--- config.mk ---
export PLATFORM = sky130hd
export DESIGN_NAME = npu_ahb_img_loader
export DESIGN_NICKNAME = d
export VERILOG_FILES = /design/src/rtl/npu_ahb_img_loader.sv
export SDC_FILE = /design/constraint.sdc
export NUM_CORES = 1
export LEC_CHECK = 0
export BUFFER_PORTS_ARGS = -buffer_cell sky130_fd_sc_hd__buf_2
export CORE_UTILIZATION = 50
export CTS_CLUSTER_DIAMETER = 60
export DETAILED_ROUTE_END_ITERATION = 12
export PLACE_DENSITY = 0.82
export SLEW_MARGIN = 20
export SYNTH_ARGS = -nofsm -noshare
export SYNTH_HDL_FRONTEND = slang
export SYNTH_SLANG_ARGS = --single-unit
--- constraint.sdc ---
create_clock -name clk -period 6 [get_ports clk]
set_input_delay 1.2 -clock clk [delete_from_list [all_inputs] [get_ports clk]]
set_output_delay 1.2 -clock clk [all_outputs]
set_load 0.03 [all_outputs]
--- src/rtl/npu_ahb_img_loader.sv ---
// npu_ahb_img_loader: AHB-Lite master that streams one RGB frame into the NPU,
// signals each finished row, then polls status until a class is available.
module npu_ahb_img_loader #(
  parameter logic [31:0] RGB_BASE      = 32'h0000_0000,
  parameter logic [31:0] ROW_CTRL_ADDR = 32'h0000_2000,
  parameter logic [31:0] STATUS_ADDR   = 32'h0000_2004,
  parameter int          ROW_BYTES     = 96,
  parameter int          NUM_ROWS      = 32,
  parameter int          POLL_GAP      = 16
) (
  input  logic        clk,
  input  logic        resetn,
  input  logic        start_i,
  input  logic        pix_valid_i,
  input  logic [7:0]  pix_data_i,
  output logic        pix_ready_o,
  output logic [31:0] haddr_o,
  output logic        hwrite_o,
  output logic [2:0]  hsize_o,
  output logic [2:0]  hburst_o,
  output logic [3:0]  hprot_o,
  output logic [1:0]  htrans_o,
  output logic        hmastlock_o,
  output logic [31:0] hwdata_o,
  input  logic        hready_i,
  input  logic        hresp_i,
  input  logic [31:0] hrdata_i,
  output logic        busy_o,
  output logic [4:0]  class_o,
  output logic        class_valid_o,
  output logic        err_o
);
  localparam int BCW = (ROW_BYTES > 1) ? $clog2(ROW_BYTES) : 1;
  localparam int RCW = (NUM_ROWS > 1) ? $clog2(NUM_ROWS) : 1;
  localparam int GCW = (POLL_GAP > 1) ? $clog2(POLL_GAP) : 1;
  localparam logic [BCW-1:0] LAST_BYTE = BCW'(ROW_BYTES - 1);
  localparam logic [RCW-1:0] LAST_ROW  = RCW'(NUM_ROWS - 1);
  localparam logic [GCW-1:0] LAST_GAP  = GCW'(POLL_GAP - 1);

  typedef enum logic [3:0] {
    S_IDLE, S_PIX_WAIT, S_WR_ADDR, S_WR_DATA, S_ROW_ADDR, S_ROW_DATA,
    S_POLL_ADDR, S_POLL_DATA, S_POLL_WAIT
  } state_e;

  state_e          state_q, state_d;
  logic [7:0]      pix_byte_q, pix_byte_d;
  logic [BCW-1:0]  byte_cnt_q, byte_cnt_d;
  logic [RCW-1:0]  row_cnt_q, row_cnt_d;
  logic [11:0]     offset_q, offset_d;
  logic [GCW-1:0]  gap_cnt_q, gap_cnt_d;
  logic [31:0]     haddr_q, haddr_d, hwdata_q, hwdata_d;
  logic            hwrite_q, hwrite_d;
  logic [2:0]      hsize_q, hsize_d;
  logic [1:0]      htrans_q, htrans_d;
  logic            pix_ready_q, pix_ready_d, busy_q, busy_d;
  logic [4:0]      class_q, class_d;
  logic            class_valid_q, class_valid_d, err_q, err_d;
  logic            data_ok;

  // Only the done bit and class field of the status word are meaningful.
  logic unused_rdata;
  assign unused_rdata = ^hrdata_i[31:6];

  // A data phase retires cleanly only on a ready beat without an error.
  assign data_ok = hready_i && !hresp_i;

  // State register.
  always_ff @(posedge clk or negedge resetn) begin
    if (!resetn) state_q <= S_IDLE;
    else         state_q <= state_d;
  end

  // Next-state: one transfer at a time, every data phase can abort on hresp.
  always_comb begin
    state_d = state_q;
    unique case (state_q)
      S_IDLE:      if (start_i) state_d = S_PIX_WAIT;
      S_PIX_WAIT:  if (pix_valid_i) state_d = S_WR_ADDR;
      S_WR_ADDR:   if (hready_i) state_d = S_WR_DATA;
      S_WR_DATA:   if (hresp_i) state_d = S_IDLE;
                   else if (hready_i) state_d = (byte_cnt_q == LAST_BYTE) ? S_ROW_ADDR : S_PIX_WAIT;
      S_ROW_ADDR:  if (hready_i) state_d = S_ROW_DATA;
      S_ROW_DATA:  if (hresp_i) state_d = S_IDLE;
                   else if (hready_i) state_d = (row_cnt_q == LAST_ROW) ? S_POLL_ADDR : S_PIX_WAIT;
      S_POLL_ADDR: if (hready_i) state_d = S_POLL_DATA;
      S_POLL_DATA: if (hresp_i) state_d = S_IDLE;
                   else if (hready_i) state_d = hrdata_i[0] ? S_IDLE : S_POLL_WAIT;
      S_POLL_WAIT: if (gap_cnt_q == LAST_GAP) state_d = S_POLL_ADDR;
      default:     state_d = S_IDLE;
    endcase
  end

  // Outputs are registered from the next state so the bus sees them one edge
  // after the decision; counters and status update on retiring data phases.
  always_comb begin
    pix_byte_d    = pix_byte_q;
    byte_cnt_d    = byte_cnt_q;
    row_cnt_d     = row_cnt_q;
    offset_d      = offset_q;
    gap_cnt_d     = '0;
    haddr_d       = haddr_q;
    hwdata_d      = hwdata_q;
    hwrite_d      = hwrite_q;
    hsize_d       = hsize_q;
    err_d         = err_q;
    class_d       = class_q;
    class_valid_d = 1'b0;
    htrans_d      = 2'b00;
    pix_ready_d   = (state_d == S_PIX_WAIT);
    busy_d        = (state_d != S_IDLE);

    unique case (state_q)
      S_IDLE: if (start_i) begin
        err_d      = 1'b0;
        byte_cnt_d = '0;
        row_cnt_d  = '0;
        offset_d   = '0;
      end
      S_PIX_WAIT: if (pix_valid_i) pix_byte_d = pix_data_i;
      S_WR_DATA: if (data_ok) begin
        offset_d   = offset_q + 12'd1;
        byte_cnt_d = (byte_cnt_q == LAST_BYTE) ? '0 : byte_cnt_q + 1'b1;
      end
      S_ROW_DATA: if (data_ok) row_cnt_d = row_cnt_q + 1'b1;
      S_POLL_DATA: if (data_ok && hrdata_i[0]) begin
        class_d       = hrdata_i[5:1];
        class_valid_d = 1'b1;
      end
      S_POLL_WAIT: gap_cnt_d = gap_cnt_q + 1'b1;
      default: ;
    endcase

    if ((state_q == S_WR_DATA || state_q == S_ROW_DATA || state_q == S_POLL_DATA) && hresp_i)
      err_d = 1'b1;

    unique case (state_d)
      S_WR_ADDR: begin
        htrans_d = 2'b10;
        haddr_d  = RGB_BASE + {20'd0, offset_q};
        hwrite_d = 1'b1;
        hsize_d  = 3'b000;
      end
      S_ROW_ADDR: begin
        htrans_d = 2'b10;
        haddr_d  = ROW_CTRL_ADDR;
        hwrite_d = 1'b1;
        hsize_d  = 3'b010;
      end
      S_POLL_ADDR: begin
        htrans_d = 2'b10;
        haddr_d  = STATUS_ADDR;
        hwrite_d = 1'b0;
        hsize_d  = 3'b010;
      end
      S_WR_DATA:  hwdata_d = {4{pix_byte_q}};
      S_ROW_DATA: hwdata_d = 32'h1;
      default: ;
    endcase
  end

  // Datapath and output registers.
  always_ff @(posedge clk or negedge resetn) begin
    if (!resetn) begin
      pix_byte_q    <= '0;
      byte_cnt_q    <= '0;
      row_cnt_q     <= '0;
      offset_q      <= '0;
      gap_cnt_q     <= '0;
      haddr_q       <= '0;
      hwdata_q      <= '0;
      hwrite_q      <= 1'b0;
      hsize_q       <= '0;
      htrans_q      <= '0;
      pix_ready_q   <= 1'b0;
      busy_q        <= 1'b0;
      class_q       <= '0;
      class_valid_q <= 1'b0;
      err_q         <= 1'b0;
    end else begin
      pix_byte_q    <= pix_byte_d;
      byte_cnt_q    <= byte_cnt_d;
      row_cnt_q     <= row_cnt_d;
      offset_q      <= offset_d;
      gap_cnt_q     <= gap_cnt_d;
      haddr_q       <= haddr_d;
      hwdata_q      <= hwdata_d;
      hwrite_q      <= hwrite_d;
      hsize_q       <= hsize_d;
      htrans_q      <= htrans_d;
      pix_ready_q   <= pix_ready_d;
      busy_q        <= busy_d;
      class_q       <= class_d;
      class_valid_q <= class_valid_d;
      err_q         <= err_d;
    end
  end

  assign haddr_o       = haddr_q;
  assign hwdata_o      = hwdata_q;
  assign hwrite_o      = hwrite_q;
  assign hsize_o       = hsize_q;
  assign htrans_o      = htrans_q;
  assign pix_ready_o   = pix_ready_q;
  assign busy_o        = busy_q;
  assign class_o       = class_q;
  assign class_valid_o = class_valid_q;
  assign err_o         = err_q;
  assign hburst_o      = 3'b000;
  assign hprot_o       = 4'b0011;
  assign hmastlock_o   = 1'b0;
endmodule

==> run metrics <==
area of the multi-input gates=approximately 1500 sq um; Die Y=approximately 90 um; H-Tree Depth=3; synth unique cells=54; Post-synth EDFFs=0; Hold Path End=gap_cnt_q[0]; GRT overflow=0; crit end category=register; Placement Cell Area=between 3000 and 4000 sq um; drt drc=0; diode count=0; CTS sink count=73; CTS tree=done; Final Hold Viols=0; CTS Hold Bufs=0; synth warn=0; Gate power share=0.402; Crit Path Max Fanout=11; Switching Share=0.426; Final Skew=around 9.1 ps; Iteration-0 DRC Markers=approximately 140; core area=7250 sq um; clock latency at the later pin of the worst-skew pair=about 350 ps; Ports=about 130; synthesized area per cell=roughly 10 sq um; vias per inst=~5.1; Max-cap violations=0; Int Power=approximately 0.0011 W; worst slew pin tran=about 990 ps; Post-Syn Area=between 3000 and 4000 sq um; Pleak=2.03 nW; sequential share of the synthesized area=0.488; CTS root buf=clkbuf_8; crit path time final=approximately 3200 ps; Largest delay share family, worst path=compound AO/OA/AOI/OAI gates; Tot GR Track Use=0.193; worst r2r dst=hwdata_o[26]; Synth Instances=360; register area=around 1800 sq um; r2r setup slk=~2900 ps; RSZ-0062 raised after global routing=no; sequential share of power=0.364; Finished Cell Area=between 4000 and 5000 sq um; cell row count=31; worst min path class=reg -> reg; # setup viols final=0; net switching power figure=just under 0.0008 W; met2 wire len=between 3000 and 4000 um; Worst path max stage delay=~870 ps; Post-Route WL=6900 um; met3 wire len=about 210 um; Die Width=88.6 um; Slew Viols, Final=0; Num CTS Buffers=9; clk buf depth=2; Die Area=7840 sq um; top sig layer=met4; CP Class=in -> reg; DR vias=between 2000 and 3000; power per cell area=between 400 and 500 nW/um^2; slowest cell on the critical path=a311oi_2; antenna-violating nets left=0; Critical Path RT=roughly 6200 ps; nets=between 400 and 500; Initial Utilization=0.516; flops & latches, synth=73; reg2reg start=row_cnt_q[0]; status=finished clean; hold_sp=gap_cnt_q[0]; Clock Power Share=0.234; maximum VDD drop=0.257 mV; P&R area growth vs syn=9.22%; met1 WL=3040 um; Setup TNS Final=0 ps; first-pass GRT wire length=11500 um; Fmax=approximately 310 MHz; CP arrival=approximately 3400 ps; Post-CTS Resized=0; CP cell instances=buf_2 -> nand2_1 -> o22ai_1 -> a311oi_2 -> inv_1 -> and2_1 -> a22oi_1 -> o2bb2ai_1; wire per inst=approximately 13 um; share of flip-flops with an asynchronous set or reset=1.00; initial antenna violation count=0; largest net degree at the start of global routing=74; port bufs=between 70 and 80; Main synth FF type=dfrtp_1; Filler Cell Count=629; CP bufs+invs=2; buffers inserted by post-CTS timing repair=0; Critical Path Source Type=input port; vias in the first global route=2484; R2R cell count=10; layout cells sized above 1=0.264; router iterations before antenna repair=4; Tcrit/Tclk final=0.534; Slew HR=0.341; Final Wtd Congestion=between 0.8 and 0.9; clock-pin slew on the worst setup and hold paths=80 ps; Hold Path Stages=1; HPWL after detailed placement=4750 um
==> per-stage QoR <==
step | hold slack (ps) | setup WS (ps) | power [W] | instances | utilization
after floorplan | 433 | 3270 | 0.00136 | 388 | -
after global placement | 444 | 2550 | 0.00141 | 496 | 0.533
after detailed placement | 459 | 2400 | 0.00143 | 496 | 0.533
after CTS | 469 | 2770 | 0.00186 | 512 | 0.564
after global routing | 490 | 2530 | 0.00196 | 512 | 0.564
final | 471 | 2800 | 0.00185 | 512 | 0.564
==> worst max path at each step <==
| stage | cells past startpoint | start | to |
|---|---|---|---|
| 2_1_floorplan | 7 | pix_valid_i | haddr_o[3] |
| 3_5_place_dp | 8 | hready_i | hwdata_o[26] |
| 4_1_cts | 8 | hready_i | hwdata_o[26] |
| 6_report | 8 | hready_i | hwdata_o[26] |
| 5_1_grt | 8 | hready_i | hwdata_o[29] |
| 3_3_place_gp | 8 | hready_i | hwdata_o[23] |
==> logic make-up after synthesis <==
| kind of cell | after synthesis | synth area share |
|---|---|---|
| AND/OR/NAND/NOR | 113 | 0.154 |
| multiplexers | 9 | 0.0271 |
| buffers and inverters | 80 | 0.147 |
| AO/OA/AOI/OAI | 65 | 0.135 |
| XOR/XNOR | 13 | 0.0304 |
| adder cells (fa/ha/maj) | 5 | 0.0167 |
| other | 2 | 0.00200 |
| flip-flops | 73 | 0.488 |
==> layout by cell type (no fill, tap or decap), types with 11 or more instances in the layout <==
| cell | synthesis | routed |
|---|---|---|
| buf_2 | 4 | 76 |
| dfrtp_1 | 73 | 73 |
| nand2_1 | 39 | 39 |
| conb_1 | 2 | 30 |
| nor2_1 | 23 | 23 |
| a22o_1 | 13 | 13 |
| o21ai_0 | 12 | 12 |
| inv_1 | 11 | 11 |
| nand3_1 | 11 | 11 |
| xor2_1 | 11 | 11 |
==> power by group through the flow <==
stage               clock network (W)  registers [W]  logic (W)
global placement                    0       0.000676   0.000731
detailed placement                  0       0.000681   0.000747
global route                 0.000463       0.000690   0.000810
CTS                          0.000442       0.000673   0.000749
finish                       0.000434       0.000674   0.000743
floorplan                           0       0.000741   0.000618
==> worst reg2reg max path, stage by stage (launching register included) <==
cell	delay, ps
dfrtp_1	400
ha_1	210
and3_1	180
ha_1	200
nand2b_1	80
o22ai_1	80
a311oi_2	870
inv_1	300
and2_1	360
a22oi_1	200
o2bb2ai_1	110
==> layer usage <==
layer / track usage / vias up
li1: - / 1262
met1: 0.248 / 1301
met2: 0.310 / 56
met3: 0.0345 / 11
met4: 0.104 / 0
met5: 0 / -
==> flip-flops by register name, indices dropped and copies added, names as in the netlist <==
register	count
class_o	5
hsize_o	1
byte_cnt_q	7
htrans_o	1
err_o	1
hwdata_o	9
gap_cnt_q	4
pix_byte_q	8
row_cnt_q	5
haddr_o	12
busy_o	1
state_q	4
offset_q	12
pix_ready_o	1
hwrite_o	1
class_valid_o	1
==> area by class of cell <==
cell class              count  share of cell area
repair buffers             77              0.0948
well taps                  99              0.0303
inverters                  12              0.0113
clock buffers              10              0.0336
clock inverters             6              0.0220
flip-flops and latches     73               0.446
multi-input cells         235               0.361
==> cells in the mapped netlist, drive strengths merged (2+ instances only) <==
library cell | instances | share of area
a21oi | 5 | 0.0067
a22o | 13 | 0.030
a22oi | 9 | 0.018
a32oi | 2 | 0.0047
and2 | 4 | 0.0067
and3 | 4 | 0.0067
and4 | 2 | 0.0047
buf | 64 | 0.13
clkbuf | 4 | 0.0043
conb | 2 | 0.0020
dfrtp | 73 | 0.49
ha | 5 | 0.017
inv | 11 | 0.011
mux2 | 9 | 0.027
nand2 | 39 | 0.039
nand2b | 5 | 0.0084
nand3 | 11 | 0.015
nand4 | 5 | 0.0084
nor2 | 24 | 0.025
nor2b | 2 | 0.0053
nor3 | 3 | 0.0040
nor4b | 2 | 0.0047
o21ai | 14 | 0.022
o22ai | 3 | 0.0050
o2bb2ai | 8 | 0.019
o31ai | 3 | 0.0060
or3 | 3 | 0.0050
xnor2 | 2 | 0.0047
xor2 | 11 | 0.026
(Power assumes the default switching activity.)
